[config.mk]
export PLATFORM = sky130hd
export DESIGN_NAME = data_mem_arbiter
export DESIGN_NICKNAME = d
export VERILOG_FILES = /design/src/rtl/mem_arb_pkg.sv /design/src/rtl/rr_arb2.sv /design/src/rtl/data_mem_arbiter.sv
export SDC_FILE = /design/constraint.sdc
export NUM_CORES = 1
export LEC_CHECK = 0
export BUFFER_PORTS_ARGS = -buffer_cell sky130_fd_sc_hd__buf_4
export CAP_MARGIN = 40
export CORE_UTILIZATION = 40
export DETAILED_ROUTE_END_ITERATION = 6
export PLACE_DENSITY_LB_ADDON = 0.1
export SKIP_LAST_GASP = 1
export SYNTH_ARGS = -nofsm -noshare
export SYNTH_HDL_FRONTEND = slang
export SYNTH_SLANG_ARGS = --single-unit
[constraint.sdc]
create_clock -name clk -period 4.1 [get_ports clk]
set_clock_uncertainty 0.15 [all_clocks]
set_input_delay 0 -clock clk [delete_from_list [all_inputs] [get_ports clk]]
set_output_delay 0 -clock clk [all_outputs]
set_load 0.05 [all_outputs]
[src/rtl/mem_arb_pkg.sv]
// Shared types and widths for the data-memory arbiter and its grant picker.
package mem_arb_pkg;
  localparam int NREQ   = 2;
  localparam int ADDR_W = 8;
  localparam int DATA_W = 8;

  typedef enum logic {ARB, LOCKED} arb_state_t;
endpackage

[src/rtl/rr_arb2.sv]
// Two-way round-robin grant picker; a held lock restricts the grant to its owner.
module rr_arb2
  import mem_arb_pkg::*;
(
  input  logic [NREQ-1:0] valid,
  input  logic            rr_ptr,
  input  arb_state_t      state,
  input  logic            owner,
  output logic [NREQ-1:0] gnt
);

  always_comb begin
    gnt = '0;
    if (state == LOCKED) begin
      gnt[owner] = valid[owner];
    end else if (valid == 2'b11) begin
      gnt[rr_ptr] = 1'b1;
    end else begin
      gnt = valid;
    end
  end

endmodule

[src/rtl/data_mem_arbiter.sv]
// Arbitrates the CPU port (p0) and debug/DMA port (p1) onto a single-port 256x8
// data memory, with registered one-cycle responses and bounded lock sequences.
module data_mem_arbiter
  import mem_arb_pkg::*;
#(
  parameter int LOCK_MAX = 4
) (
  input  logic              clk,
  input  logic              rst,
  input  logic              p0_valid,
  output logic              p0_ready,
  input  logic              p0_we,
  input  logic [ADDR_W-1:0] p0_addr,
  input  logic [DATA_W-1:0] p0_wdata,
  input  logic              p0_lock,
  output logic              p0_rsp_valid,
  output logic [DATA_W-1:0] p0_rsp_rdata,
  input  logic              p1_valid,
  output logic              p1_ready,
  input  logic              p1_we,
  input  logic [ADDR_W-1:0] p1_addr,
  input  logic [DATA_W-1:0] p1_wdata,
  input  logic              p1_lock,
  output logic              p1_rsp_valid,
  output logic [DATA_W-1:0] p1_rsp_rdata,
  output logic              mem_we,
  output logic [ADDR_W-1:0] mem_addr,
  output logic [DATA_W-1:0] mem_wd,
  input  logic [DATA_W-1:0] mem_rd,
  output logic              lock_timeout
);

  localparam logic [3:0] CNT_LAST = 4'(LOCK_MAX - 1);

  arb_state_t        state;
  logic              owner;
  logic              rr_ptr;
  logic [3:0]        lock_cnt;

  logic [NREQ-1:0]   valid;
  logic [NREQ-1:0]   gnt_raw;
  logic [NREQ-1:0]   gnt_p0;
  logic              sel_we;
  logic              sel_lock;
  logic [ADDR_W-1:0] sel_addr;
  logic [DATA_W-1:0] sel_wd;

  logic [NREQ-1:0]   rsp_vld_p1;
  logic [DATA_W-1:0] rsp_rdata0_p1;
  logic [DATA_W-1:0] rsp_rdata1_p1;
  logic              timeout_p1;

  assign valid = {p1_valid, p0_valid};

  rr_arb2 u_pick (
    .valid  (valid),
    .rr_ptr (rr_ptr),
    .state  (state),
    .owner  (owner),
    .gnt    (gnt_raw)
  );

  // Stage 0: grant and memory drive; reset blocks every grant and therefore every write.
  assign gnt_p0   = rst ? '0 : gnt_raw;
  assign p0_ready = gnt_p0[0];
  assign p1_ready = gnt_p0[1];

  always_comb begin
    sel_we   = 1'b0;
    sel_lock = 1'b0;
    sel_addr = '0;
    sel_wd   = '0;
    if (gnt_p0[0]) begin
      sel_we   = p0_we;
      sel_lock = p0_lock;
      sel_addr = p0_addr;
      sel_wd   = p0_wdata;
    end else if (gnt_p0[1]) begin
      sel_we   = p1_we;
      sel_lock = p1_lock;
      sel_addr = p1_addr;
      sel_wd   = p1_wdata;
    end
  end

  assign mem_we   = sel_we;
  assign mem_addr = sel_addr;
  assign mem_wd   = sel_wd;

  // Stage 1: registered responses plus arbitration/lock state.
  always_ff @(posedge clk) begin
    if (rst) begin
      state         <= ARB;
      owner         <= 1'b0;
      rr_ptr        <= 1'b0;
      lock_cnt      <= '0;
      rsp_vld_p1    <= '0;
      rsp_rdata0_p1 <= '0;
      rsp_rdata1_p1 <= '0;
      timeout_p1    <= 1'b0;
    end else begin
      timeout_p1 <= 1'b0;
      rsp_vld_p1 <= gnt_p0;
      if (gnt_p0[0]) rsp_rdata0_p1 <= sel_we ? '0 : mem_rd;
      if (gnt_p0[1]) rsp_rdata1_p1 <= sel_we ? '0 : mem_rd;
      case (state)
        ARB: begin
          if (|gnt_p0) begin
            rr_ptr <= gnt_p0[0];
            if (sel_lock) begin
              state    <= LOCKED;
              owner    <= gnt_p0[1];
              lock_cnt <= '0;
            end
          end
        end
        LOCKED: begin
          // Occupancy counts every cycle, so an idle owner still times out.
          if (gnt_p0[owner] && !sel_lock) begin
            state <= ARB;
          end else if (lock_cnt == CNT_LAST) begin
            state      <= ARB;
            timeout_p1 <= 1'b1;
          end else begin
            lock_cnt <= lock_cnt + 4'd1;
          end
        end
        default: state <= ARB;
      endcase
    end
  end

  assign p0_rsp_valid = rsp_vld_p1[0];
  assign p1_rsp_valid = rsp_vld_p1[1];
  assign p0_rsp_rdata = rsp_rdata0_p1;
  assign p1_rsp_rdata = rsp_rdata1_p1;
  assign lock_timeout = timeout_p1;

endmodule

### Word-level counts from Yosys, hierarchy flattened

Cells that the tools add are included.

* register bits: 26
* output and inout port bits: 38
* logic and storage cells: 61

* bitwise logic cells: 2
* $add $sub $neg: 1
* magnitude comparators: 4
* equal/unequal tests: 6
* reduce and logical (&&, ||, !) cells: 9
* muxes and demuxes: 31

Operators by type and width (count)
* $mux 8: 5
* $mux 4: 4
* $mux 1: 15
* $ne 2x2->1 const B: 4
* $pmux 4 s2: 1
* $mux 2: 3
* $add 4x1->4 const B: 1
* $eq 4x2->1 const B: 1
* $lt 1x2->1 const B: 2
* $reduce_and 4->1: 1
* $logic_and 1x1->1: 3
* $reduce_and 3->1: 1
* $reduce_or 3->1: 1
* $and 2x2->2: 1
* $demux 1 s1: 2
* $eq 2x2->1 const B: 1
* $ge 1x1->1 const B: 2
* $pmux 1 s2: 1
* $reduce_and 2->1: 1
* $reduce_or 2->1: 1
* $logic_not 1->1: 1
* $not 1->1: 1

### Longest topological paths before layout

Gate-level depths: netlist (run 1).

* depth in word-level cells: 13
* mapped depth: 7
* mapped depth without buffers: 6

### Cells and area by module

A second synthesis (run 1) with hierarchy kept.

* cells, all modules: 153
* area total of the unflattened synthesis: 1292.5 um^2

By module, submodules not included
* data_mem_arbiter: instances 1, cells an instance 148, area each 1256.2 um^2
* rr_arb2: instances 1, cells an instance 5, area each 36.3 um^2

### Least setup slack after synthesis (run 1)

No wires, ideal clock.

* path kind: reg-to-output
* from: register state
* to: output port mem_we
* path slack: 1.911 ns
* path buffers: 1
* arrival: 2.039 ns
* stages on the path, launching flop included: 6
* cell sequence: dfxtp_1 -> nand3b_1 -> nand3_2 -> clkbuf_1 -> nand2_1 -> o21ai_0

* longest elaborated chain between the ends: 4

RTL lines
* from (decl): line data_mem_arbiter.sv:35 `arb_state_t state;`
* from (signal assigned): line data_mem_arbiter.sv:93 `state <= ARB;`
* from (signal assigned): line data_mem_arbiter.sv:111 `state <= LOCKED;`
* from (signal assigned): line data_mem_arbiter.sv:120 `state <= ARB;`
* $mux 2 (*): line rr_arb2.sv:14 `if (state == LOCKED) begin`
* $mux 2 (*): line data_mem_arbiter.sv:64 `assign gnt_p0 = rst ? '0 : gnt_raw;`
* $mux 1: line data_mem_arbiter.sv:78 `end else if (gnt_p0[1]) begin`
* $mux 1 (*): line data_mem_arbiter.sv:73 `if (gnt_p0[0]) begin`
* to (decl): line data_mem_arbiter.sv:26 `output logic mem_we,`

Mark *: on every way between the ends. The rest lies on a longest branch, timed or not.

### Worst setup path in the final report (run 1)

* from: register state
* to: register rsp_rdata1_p1[2], in the netlist p1_rsp_rdata[2]

* longest elaborated chain between the ends: 5

RTL lines
* $mux 2 (*): line rr_arb2.sv:14
* $mux 2 (*): line data_mem_arbiter.sv:64
* $mux 1: line data_mem_arbiter.sv:78
* $mux 1: line data_mem_arbiter.sv:73
* $mux 8: line data_mem_arbiter.sv:105 `if (gnt_p0[1]) rsp_rdata1_p1 <= sel_we ? '0 : mem_rd;`
* to (signal assigned): line data_mem_arbiter.sv:105
* to (decl): line data_mem_arbiter.sv:50 `logic [DATA_W-1:0] rsp_rdata1_p1;`

Marked as above.
A chain may end at the register's enable or synchronous reset.

==> flow_metrics.env, run 1 <==
export IMPL_ys_seq_area_share_pct=41.31
export IMPL_syn_instance_count=146
export IMPL_clockPowerShare_pct=26.5
export IMPL_io_pins=86
export IMPL_cts_buffers=3
export IMPL_fill_cells=235
export IMPL_synthFlopType="dfxtp_1"
export IMPL_wirelength_mm=4.159
export IMPL_async_flop_share_pct=0
export IMPL_syn_nets=195
export IMPL_worstSetupStartpointType="flop"
export IMPL_diodes=0
export IMPL_max_cap_violations=0
export IMPL_synth_top_family_by_area="compound AO/OA/AOI/OAI gates"
export IMPL_layout_drive_gt1_share_pct=38.71
export IMPL_cp_required_ns=4.22
export IMPL_finalSetupViolCount=0
export IMPL_outcome="finished, final reports clean"
export IMPL_combPwrFrac_pct=32.9
export IMPL_grt_pass1_vias=1409
export IMPL_hold_violations=0
export IMPL_cp_slowest_cell="a21oi_1"
export IMPL_numClockSinks=26
export IMPL_antenna_found_initial=0
export IMPL_grt_pass1_wl_mm=6.299
export IMPL_wl_per_cell_um=14.24
export IMPL_post_route_period_util_pct=70.45
export IMPL_relSlewSlack_pct=53.36
export IMPL_p_int_uw=451.5
export IMPL_synthDistinctLibCells=33
export IMPL_ff2ff_path_depth=6
export IMPL_dr_pass1_iters=4
export IMPL_syn_cell_area_sq_um=1260
export IMPL_multiInputGateArea_sq_um=673.1
export IMPL_crit_path_max_incr_delay_ns=0.66
export IMPL_min_to="p1_rsp_rdata[5]"
export IMPL_p_per_area_nw_per_um2=303.4
export IMPL_clk_latency_ns=0.32
export IMPL_rsz0062_at_grt="false"
export IMPL_r2r_end="p1_rsp_rdata[2]"
export IMPL_post_cts_resized=0
export IMPL_sw_frac_of_total_pct=32.04
export IMPL_synthSimpleGateAreaFrac_pct=22.74
export IMPL_worst_slew_pin_transition_ns=0.6953
export IMPL_root_buffer="clkbuf_4"
export IMPL_cts_tree="done"
export IMPL_hp_class="in -> reg"
export IMPL_p_leak_nw=1.009
export IMPL_period_minus_slack_ns=2.889
export IMPL_irDropWorstVdd_mv=0.2811
export IMPL_vias_per_cell=5.322
export IMPL_cp_data_arrival_time_ns=3.01
export IMPL_r2r_start="state"
export IMPL_areaGrowthSynthToFinish_pct=73.78
export IMPL_initial_utilization_pct=41.61
export IMPL_die_area_sq_um=3379
export IMPL_place_port_buffers=85
export IMPL_synth_edf_count=0
export IMPL_grt_max_degree=28
export IMPL_hpwl_mm=2.869
export IMPL_slew_viol_final=0
export IMPL_ys_ff_latch=26
export IMPL_synth_warnings=0
export IMPL_postSynthAreaPerCell_sq_um=8.630
export IMPL_synth_mux_area_share_pct=0
export IMPL_rrSetupSlack_ns=1.21
export IMPL_final_seq_area_sq_um=520.5
export IMPL_hp_start="p1_we"
export IMPL_cp_end_kind="flop"
export IMPL_htreeDepth=1
export IMPL_path_cells="or3b_4, nand3_1, a21oi_1, a22oi_1, nor2_1, dlygate4sd3_1"
export IMPL_cts_buffer_depth=2
export IMPL_fin_tns_setup_ns=0
export IMPL_die_w_um=58.13
export IMPL_crit_fanout=14
export IMPL_rows=20
export IMPL_final_nets=298
export IMPL_crit_family="compound AO/OA/AOI/OAI gates"
export IMPL_path_buf_inv=1
export IMPL_p_seq_share_pct=40.6
export IMPL_die_height_um=58.13
export IMPL_drtIter0Drc=120
export IMPL_path_clk_slew_ns=0.14
export IMPL_clock_fmax_ghz=0.3462
export IMPL_drc_errors=0
export IMPL_overflow=0
export IMPL_coreArea_sq_um=3028
export IMPL_crit_type="reg -> reg"
export IMPL_whs_path_depth=4
export IMPL_p_sw_uw=212.9
export IMPL_vias=1554
export IMPL_post_cts_buffers=0
export IMPL_synth_xor_area_share_pct=0
export IMPL_placed_area_sq_um=1917
export IMPL_synth_compound_area_share_pct=29.69
export IMPL_grt_usage_pct=24.24
export IMPL_synth_adder_area_share_pct=0.9930
export IMPL_ant_nets=0
export IMPL_gp_congestion=0.8161
export IMPL_postLayoutCellArea_sq_um=2190
[what timing repair did]
| action | 4_1_cts | 5_1_grt |
|---|---|---|
| setup endpoints to repair | 0 | 0 |
| hold buffers | 22 | 0 |
| endpoints found under the hold margin | 21 | 0 |
[kinds of logic (layout without fill, tap and decap cells)]
logic type	after synthesis	after routing
simple gates	51	51
buf+inv	17	119
flops	26	26
compound gates	51	51
fa+ha+maj	1	1
[worst reg2reg max path: stages (launching register included)]
cell and delay [ns]:
dfxtp_1 0.59, or3b_4 0.24, nand3_1 0.36, a21oi_1 0.66, a22oi_1 0.16, nor2_1 0.11
dlygate4sd3_1 0.57
[cells in the final DEF, fill, tap and decap left out]
master,instances
nand4_1,1
or3b_4,1
o21ai_0,5
a211o_1,1
inv_1,6
o32ai_2,1
nor2b_1,1
nand2b_1,5
nor2b_2,1
nand2_1,13
or3_1,2
a22o_1,17
a21oi_1,13
nor2_1,10
and4bb_2,1
bufinv_16,1
a21oi_2,1
nand3_2,1
a22oi_1,8
a31oi_1,1
clkinv_1,2
nand3_1,2
dlygate4sd3_1,22
o2bb2ai_1,1
ha_1,1
buf_4,85
a211oi_1,1
nor3_1,3
o41ai_1,1
clkbuf_4,3
a32o_1,1
nand3b_1,9
dfxtp_1,26
and2b_2,1
[power groups by stage]
stage / Combinational (mW) / Clock [mW] / Sequential, mW
global route: 0.231 / 0.187 / 0.271
floorplan: 0.105 / 0 / 0.295
finish: 0.219 / 0.176 / 0.270
detailed placement: 0.203 / 0 / 0.275
CTS: 0.218 / 0.180 / 0.270
global placement: 0.201 / 0 / 0.275
[Yosys cell counts (2+ instances only)]
cell      instances  area, sq um
clkbuf_1          4        15.01
o21ai_0           5        25.02
buf_1             3        11.26
nand2_1          13        48.80
nor2_1           10        37.54
a21oi_1          13        65.06
a22o_1           17        148.9
or3_1             2        12.51
clkinv_1          2        7.510
a22oi_1           8        60.06
buf_2             2        10.01
nand3b_1          9        67.56
dfxtp_1          26        520.5
nand2b_1          5        31.28
inv_1             6        22.52
nand3_1           2        10.01
nor3_1            3        15.01
[per-stage QoR]
stage	power (mW)	util, %	hold slack, ns	instances	setup slack (ns)
2_1_floorplan	0.4000	-	-0.001696	146	1.911
3_3_place_gp	0.4755	63.31	0.09477	266	1.725
3_5_place_dp	0.4784	63.31	0.1083	266	1.634
4_1_cts	0.6675	72.31	0.08906	292	1.258
5_1_grt	0.6889	72.31	0.1343	292	0.9412
6_report	0.6644	72.31	0.1010	292	1.211
[flip-flops by register name, summed over array words and instances (netlist names)]
| signal | flops |
|---|---|
| lock_cnt | 4 |
| lock_timeout | 1 |
| owner | 1 |
| p0_rsp_rdata | 8 |
| p1_rsp_rdata | 8 |
| rr_ptr | 1 |
| rsp_vld_p1 | 2 |
| state | 1 |
[how the worst max path moves through the flow]
stage | depth (start not counted) | end | startpoint
floorplan | 5 | mem_we | state
global placement | 5 | mem_addr[4] | state
detailed placement | 5 | mem_addr[4] | state
CTS | 6 | p1_rsp_rdata[3] | state
global route | 6 | p1_rsp_rdata[1] | state
finish | 6 | p1_rsp_rdata[2] | state
[layer usage]
layer  vias up  part of all wire, %  track usage, %
li1        739                    -               -
met1       721                   39           29.18
met2        88                   51           43.02
met3         6                  8.4           3.348
met4         0                  1.3           10.20
met5         -                    0               0
[cell type report]
type / instances / share of cell area [%]
Clock inverter: 1 / 1.371
Multi-Input combinational cell: 103 / 30.74
Tap cell: 44 / 2.514
Timing Repair Buffer: 107 / 39.20
Clock buffer: 3 / 1.029
Inverter: 8 / 1.371
Sequential cell: 26 / 23.77
Note: power is estimated with default switching activity, not from simulation.
==> run 2: changes to the inputs <==
==> constraint.sdc (replaced) <==
create_clock -name clk -period 3 [get_ports clk]
set_clock_uncertainty 0.15 [all_clocks]
set_input_delay 0 -clock clk [delete_from_list [all_inputs] [get_ports clk]]
set_output_delay 0 -clock clk [all_outputs]
set_load 0.05 [all_outputs]
==> run 2 against run 1 <==
Clock power is essentially flat. Non-clock buffer count grew 4. Die area is the same. Combinational power grew 39%. Design area grew 0.86%. Wire length shrank 1.8%. Clock-buffer cell count grew 1. Power grew 27%. Largest cell class unchanged.
==> flow_metrics.env, run 2 (synthesized netlist as in run 1, its figures left out) <==
export IMPL_io_pins=86
export IMPL_dr_pass1_iters=4
export IMPL_postLayoutCellArea_sq_um=2208
export IMPL_grt_pass1_wl_mm=6.389
export IMPL_antenna_found_initial=0
export IMPL_path_cells="nand3b_1, nand3_2, clkinv_1, a21oi_1, dlygate4sd3_1, or3_1, a21oi_1"
export IMPL_areaGrowthSynthToFinish_pct=75.27
export IMPL_irDropWorstVdd_mv=0.3219
export IMPL_cp_end_kind="flop"
export IMPL_p_per_area_nw_per_um2=382.5
export IMPL_drtIter0Drc=56
export IMPL_grt_usage_pct=24.70
export IMPL_ant_nets=0
export IMPL_route_met3_wl_um=278
export IMPL_die_height_um=58.13
export IMPL_cp_slowest_cell="dfxtp_1"
export IMPL_rrSetupSlack_ns=0.26
export IMPL_placed_area_sq_um=1932
export IMPL_max_cap_violations=0
export IMPL_worst_slew_pin_transition_ns=0.6466
export IMPL_grt_pass1_vias=1402
export IMPL_initial_utilization_pct=41.61
export IMPL_coreArea_sq_um=3028
export IMPL_clock_fmax_ghz=0.3653
export IMPL_dr_max_layer_used="met4"
export IMPL_wl_per_cell_um=13.80
export IMPL_hp_class="in -> out"
export IMPL_outcome="finished, final reports clean"
export IMPL_final_common_cell="buf_4"
export IMPL_path_clk_slew_ns=0.14
export IMPL_cp_required_ns=3.10
export IMPL_multiInputGateArea_sq_um=673.1
export IMPL_die_w_um=58.13
export IMPL_layout_drive_gt1_share_pct=38.89
export IMPL_final_nets=302
export IMPL_diodes=0
export IMPL_p_leak_nw=1.023
export IMPL_crit_path_max_incr_delay_ns=0.58
export IMPL_hpwl_mm=2.918
export IMPL_cp_data_arrival_time_ns=2.84
export IMPL_layout_common_cells="buf_4, dfxtp_1, dlygate4sd3_1"
export IMPL_vias=1531
export IMPL_path_buf_inv=2
export IMPL_slew_viol_final=0
export IMPL_numClockSinks=26
export IMPL_post_cts_resized=0
export IMPL_period_minus_slack_ns=2.737
export IMPL_crit_fanout=19
export IMPL_crit_family="buffers and inverters"
export IMPL_final_seq_area_sq_um=520.5
export IMPL_cts_tree="done"
export IMPL_rsz0062_at_grt="false"
export IMPL_vias_per_cell=5.172
export IMPL_overflow=0
export IMPL_htreeDepth=1
export IMPL_wl_met1_mm=1.600
export IMPL_wirelength_mm=4.085
export IMPL_whs_path_depth=3
export IMPL_cp_common_cell="a21oi_1"
export IMPL_gp_congestion=0.8008
export IMPL_ff2ff_path_depth=7
export IMPL_drc_errors=0
export IMPL_finalSetupViolCount=0
export IMPL_crit_type="reg -> reg"
export IMPL_clk_latency_ns=0.31
export IMPL_cts_buffers=3
export IMPL_relSlewSlack_pct=56.89
export IMPL_fill_cells=224
export IMPL_crit_cells=7
export IMPL_post_route_period_util_pct=91.24
export IMPL_fin_util_pct=72.93
export IMPL_hold_violations=0
export IMPL_worstSetupStartpointType="flop"
export IMPL_place_port_buffers=85
export IMPL_fin_tns_setup_ns=0
export IMPL_rows=20
export IMPL_met2WireLength_mm=2.144
export IMPL_cts_buffer_depth=2
export IMPL_grt_max_degree=28
export IMPL_root_buffer="clkbuf_4"
export IMPL_die_area_sq_um=3379
-- run 2: power breakdown --
| part | switching [mW] | internal (mW) | total, mW |
|---|---|---|---|
| registers | 0.0104 | 0.358 | 0.368 |
| clock network | 0.0985 | 0.0741 | 0.173 |
| logic | 0.176 | 0.128 | 0.304 |
| total | 0.285 | 0.560 | 0.845 |
-- run 2: timing repair --
item,4_1_cts,5_1_grt
hold buffers,24,0
setup buffers,0,0
hold endpoints to repair,21,0
-- run 2: worst paths after layout --
kind,startpoint,end
setup / recovery,state,owner
hold / removal,p1_wdata[1],mem_wd[1]
setup reg to reg,state,owner
hold reg to reg,p0_rsp_rdata[6],p0_rsp_rdata[6]
-- run 2: cell type report --
cell class                      count  area share (%)
Clock buffer                        4           1.643
Inverter                            8           1.360
Multi-Input combinational cell    103           30.48
Sequential cell                    26           23.57
Tap cell                           44           2.493
Timing Repair Buffer              111           40.45
-- run 2: worst min-delay path, stage by stage --
cell and delay, ns:
buf_4 0.08, a22o_1 0.11, buf_4 0.19
-- run 2: stage by stage --
step                      worst slack [ns]  hold slack (ns)  total power, mW  std cells
after CTS                           0.2978           0.2208           0.8477        296
after detailed placement            0.7024           0.1066           0.6565        268
final                               0.2627           0.2208           0.8448        296
after global placement              0.7684           0.1033           0.6525        268
after floorplan                     0.8113        -0.001696           0.5466        146
after global routing               0.02528           0.2310           0.8792        296
-- run 2: layer usage --
layer	vias up	track usage (%)
li1	750	-
met1	707	28.33
met2	68	45.98
met3	6	4.241
met4	0	8.163
met5	-	0
==> run 3: changes to the inputs <==
--- a/config.mk
+++ b/config.mk
@@ -7,10 +7,11 @@
 export LEC_CHECK = 0
 export BUFFER_PORTS_ARGS = -buffer_cell sky130_fd_sc_hd__buf_4
 export CAP_MARGIN = 40
-export CORE_UTILIZATION = 40
+export CORE_UTILIZATION = 41
 export DETAILED_ROUTE_END_ITERATION = 6
 export PLACE_DENSITY_LB_ADDON = 0.1
 export SKIP_LAST_GASP = 1
 export SYNTH_ARGS = -nofsm -noshare
 export SYNTH_HDL_FRONTEND = slang
+export SYNTH_HIERARCHICAL = 1
 export SYNTH_SLANG_ARGS = --single-unit
==> run 3 against run 2 <==
Via count shrank 0.39%. Clock-buffer cell count down 1. Non-clock buffer count decreased by 3. Design area barely moved.
==> flow_metrics.env, run 3 <==
export IMPL_gp_congestion=0.8126
export IMPL_io_pins=86
export IMPL_synthTopCellsByCount="dfxtp_1, a21oi_1, a22o_1"
export IMPL_fin_util_pct=72.89
export IMPL_grt_max_degree=32
export IMPL_worst_slew_pin_transition_ns=0.4097
export IMPL_drtIter0Drc=40
export IMPL_hp_start="p0_lock"
export IMPL_die_w_um=58.15
export IMPL_clk_latency_ns=0.32
export IMPL_synthDistinctLibCells=35
export IMPL_htreeDepth=1
export IMPL_antenna_found_initial=0
export IMPL_hpwl_mm=2.963
export IMPL_numClockSinks=26
export IMPL_coreArea_sq_um=3028
export IMPL_max_cap_violations=0
export IMPL_r2r_end="p1_rsp_rdata[4]"
export IMPL_yosys_top_cells_area="dfxtp_1, a22o_1, a21oi_1"
export IMPL_p_per_area_nw_per_um2=438.7
export IMPL_fin_cells=296
export IMPL_period_minus_slack_ns=2.722
export IMPL_yosys_area_top_type_share_pct=40.27
export IMPL_root_buffer="clkbuf_4"
export IMPL_cts_tree="done"
export IMPL_syn_instance_count=153
export IMPL_grt_pass1_wl_mm=6.368
export IMPL_cts_buffers=3
export IMPL_diodes=0
export IMPL_wirelength_mm=4.221
export IMPL_synth_most_common_cell="dfxtp_1"
export IMPL_worstSetupStartpointType="flop"
export IMPL_synth_warnings=6
export IMPL_syn_cell_area_sq_um=1292
export IMPL_ys_ff_latch=26
export IMPL_vias_per_cell=5.152
export IMPL_path_clk_slew_ns=0.15
export IMPL_die_area_sq_um=3381
export IMPL_postSynthAreaPerCell_sq_um=8.448
export IMPL_ff2ff_path_depth=8
export IMPL_cp_end_kind="flop"
export IMPL_rows=20
export IMPL_ant_nets=0
export IMPL_irDropWorstVdd_mv=0.3177
export IMPL_cp_data_arrival_time_ns=2.86
export IMPL_die_height_um=58.15
export IMPL_cts_buffer_depth=2
export IMPL_hp_class="in -> reg"
export IMPL_p_leak_nw=1.035
export IMPL_overflow=0
export IMPL_place_port_buffers=85
export IMPL_ys_seq_area_share_pct=40.27
export IMPL_placed_cells=271
export IMPL_crit_fanout=17
export IMPL_grt_usage_pct=24.86
export IMPL_wl_per_cell_um=14.26
export IMPL_relSlewSlack_pct=72.65
export IMPL_synthFlopType="dfxtp_1"
export IMPL_crit_type="reg -> reg"
export IMPL_clock_fmax_ghz=0.3673
export IMPL_whs_path_depth=5
export IMPL_yosysTopAreaCell="dfxtp_1"
export IMPL_grt_pass1_vias=1405
export IMPL_r2r_start="state"
export IMPL_dr_pass1_iters=4
export IMPL_layout_common_cells="buf_4, dfxtp_1, dlygate4sd3_1"
export IMPL_layout_drive_gt1_share_pct=39.68
export IMPL_drc_errors=0
export IMPL_rsz0062_at_grt="false"
export IMPL_rrSetupSlack_ns=0.28
export IMPL_slew_viol_final=0
export IMPL_cp_required_ns=3.13
export IMPL_post_route_period_util_pct=90.75
export IMPL_final_nets=302
export IMPL_min_to="lock_timeout"
export IMPL_synth_edf_count=0
export IMPL_fin_tns_setup_ns=0
export IMPL_async_flop_share_pct=0
export IMPL_final_common_cell="buf_4"
export IMPL_vias=1525
export IMPL_initial_utilization_pct=42.69
export IMPL_syn_nets=202
export IMPL_finalSetupViolCount=0
export IMPL_areaGrowthSynthToFinish_pct=70.76
export IMPL_hold_violations=0
export IMPL_power_uw=968.3
export IMPL_outcome="finished, final reports clean"
==> run 3: cell count changes after synthesis, moves of 3 or more <==
cell	change
nor2b_1	+12
a22oi_1	-8
nand3_1	+8
nand3b_1	-7
a21oi_1	+6
o21ai_0	-4
buf_2	+3
nand2b_1	-3
==> run 3: area by class of cell <==
type | instances | area [sq um]
timing repair buffer | 108 | 860.8
inverter | 4 | 15.01
multi-input combinational | 110 | 703.2
fill | 246 | 820.8
clock buffer | 3 | 22.52
sequential | 26 | 520.5
tap | 44 | 55.05
clock inverter | 1 | 30.03
==> run 3: per-stage QoR <==
step                      cell area, sq um  hold WS, ns  worst slack, ns
after floorplan                       1292     -0.01063           0.8723
after global routing                  2207      0.06695          0.07397
after detailed placement              1944       0.1012           0.4375
after global placement                1944      0.08983           0.6285
after CTS                             2187      0.02953          0.04535
final                                 2207      0.05187           0.2775
==> run 3: worst max path at each step <==
stage	start	to	slack [ns]	cells past startpoint
after floorplan	state	mem_addr[5]	0.87	7
after global placement	state	mem_addr[3]	0.63	5
after detailed placement	state	mem_wd[2]	0.44	5
after CTS	state	mem_wd[2]	0.05	5
after global routing	state	p1_rsp_rdata[4]	0.07	8
final	state	p1_rsp_rdata[4]	0.28	8
==> run 3: report_power, final <==
part / internal, mW / total [mW] / switching [mW]
clock: 0.135 / 0.241 / 0.106
sequential: 0.365 / 0.381 / 0.0164
combinational: 0.140 / 0.346 / 0.206
total: 0.640 / 0.968 / 0.328
==> run 3: what timing repair did <==
item / in CTS / in global routing
setup buffers: 0 / 0
hold endpoints to repair: 24 / 1
hold buffers: 19 / 1
gates resized for setup: 0 / 1
endpoints found under the setup margin: 0 / 4
==> run 3: cells by family after synthesis <==
group / after synthesis / share of synthesized area [%]
mux: 2 / 1.936
buf+inv: 17 / 6.001
compound gates: 46 / 25.27
simple gates: 61 / 25.56
fa+ha+maj: 1 / 0.9679
flops: 26 / 40.27
==> run 3: metal layers <==
metal | wire length [um] | vias to the layer above | global-route usage, %
met5 | 0 | - | 0
met4 | 20 | 0 | 7.823
met3 | 260 | 2 | 4.464
met2 | 2294 | 70 | 48.77
met1 | 1645 | 713 | 26.45
li1 | - | 740 | -
==> run 3: worst max-delay path, stage by stage (launching register included) <==
cell and delay [ns]:
dfxtp_1 0.60, nor2b_1 0.11, a221oi_2 0.31, buf_4 0.28
nand3b_1 0.15, a21o_1 0.28, nand3_1 0.11, a21oi_1 0.14
dlygate4sd3_1 0.55
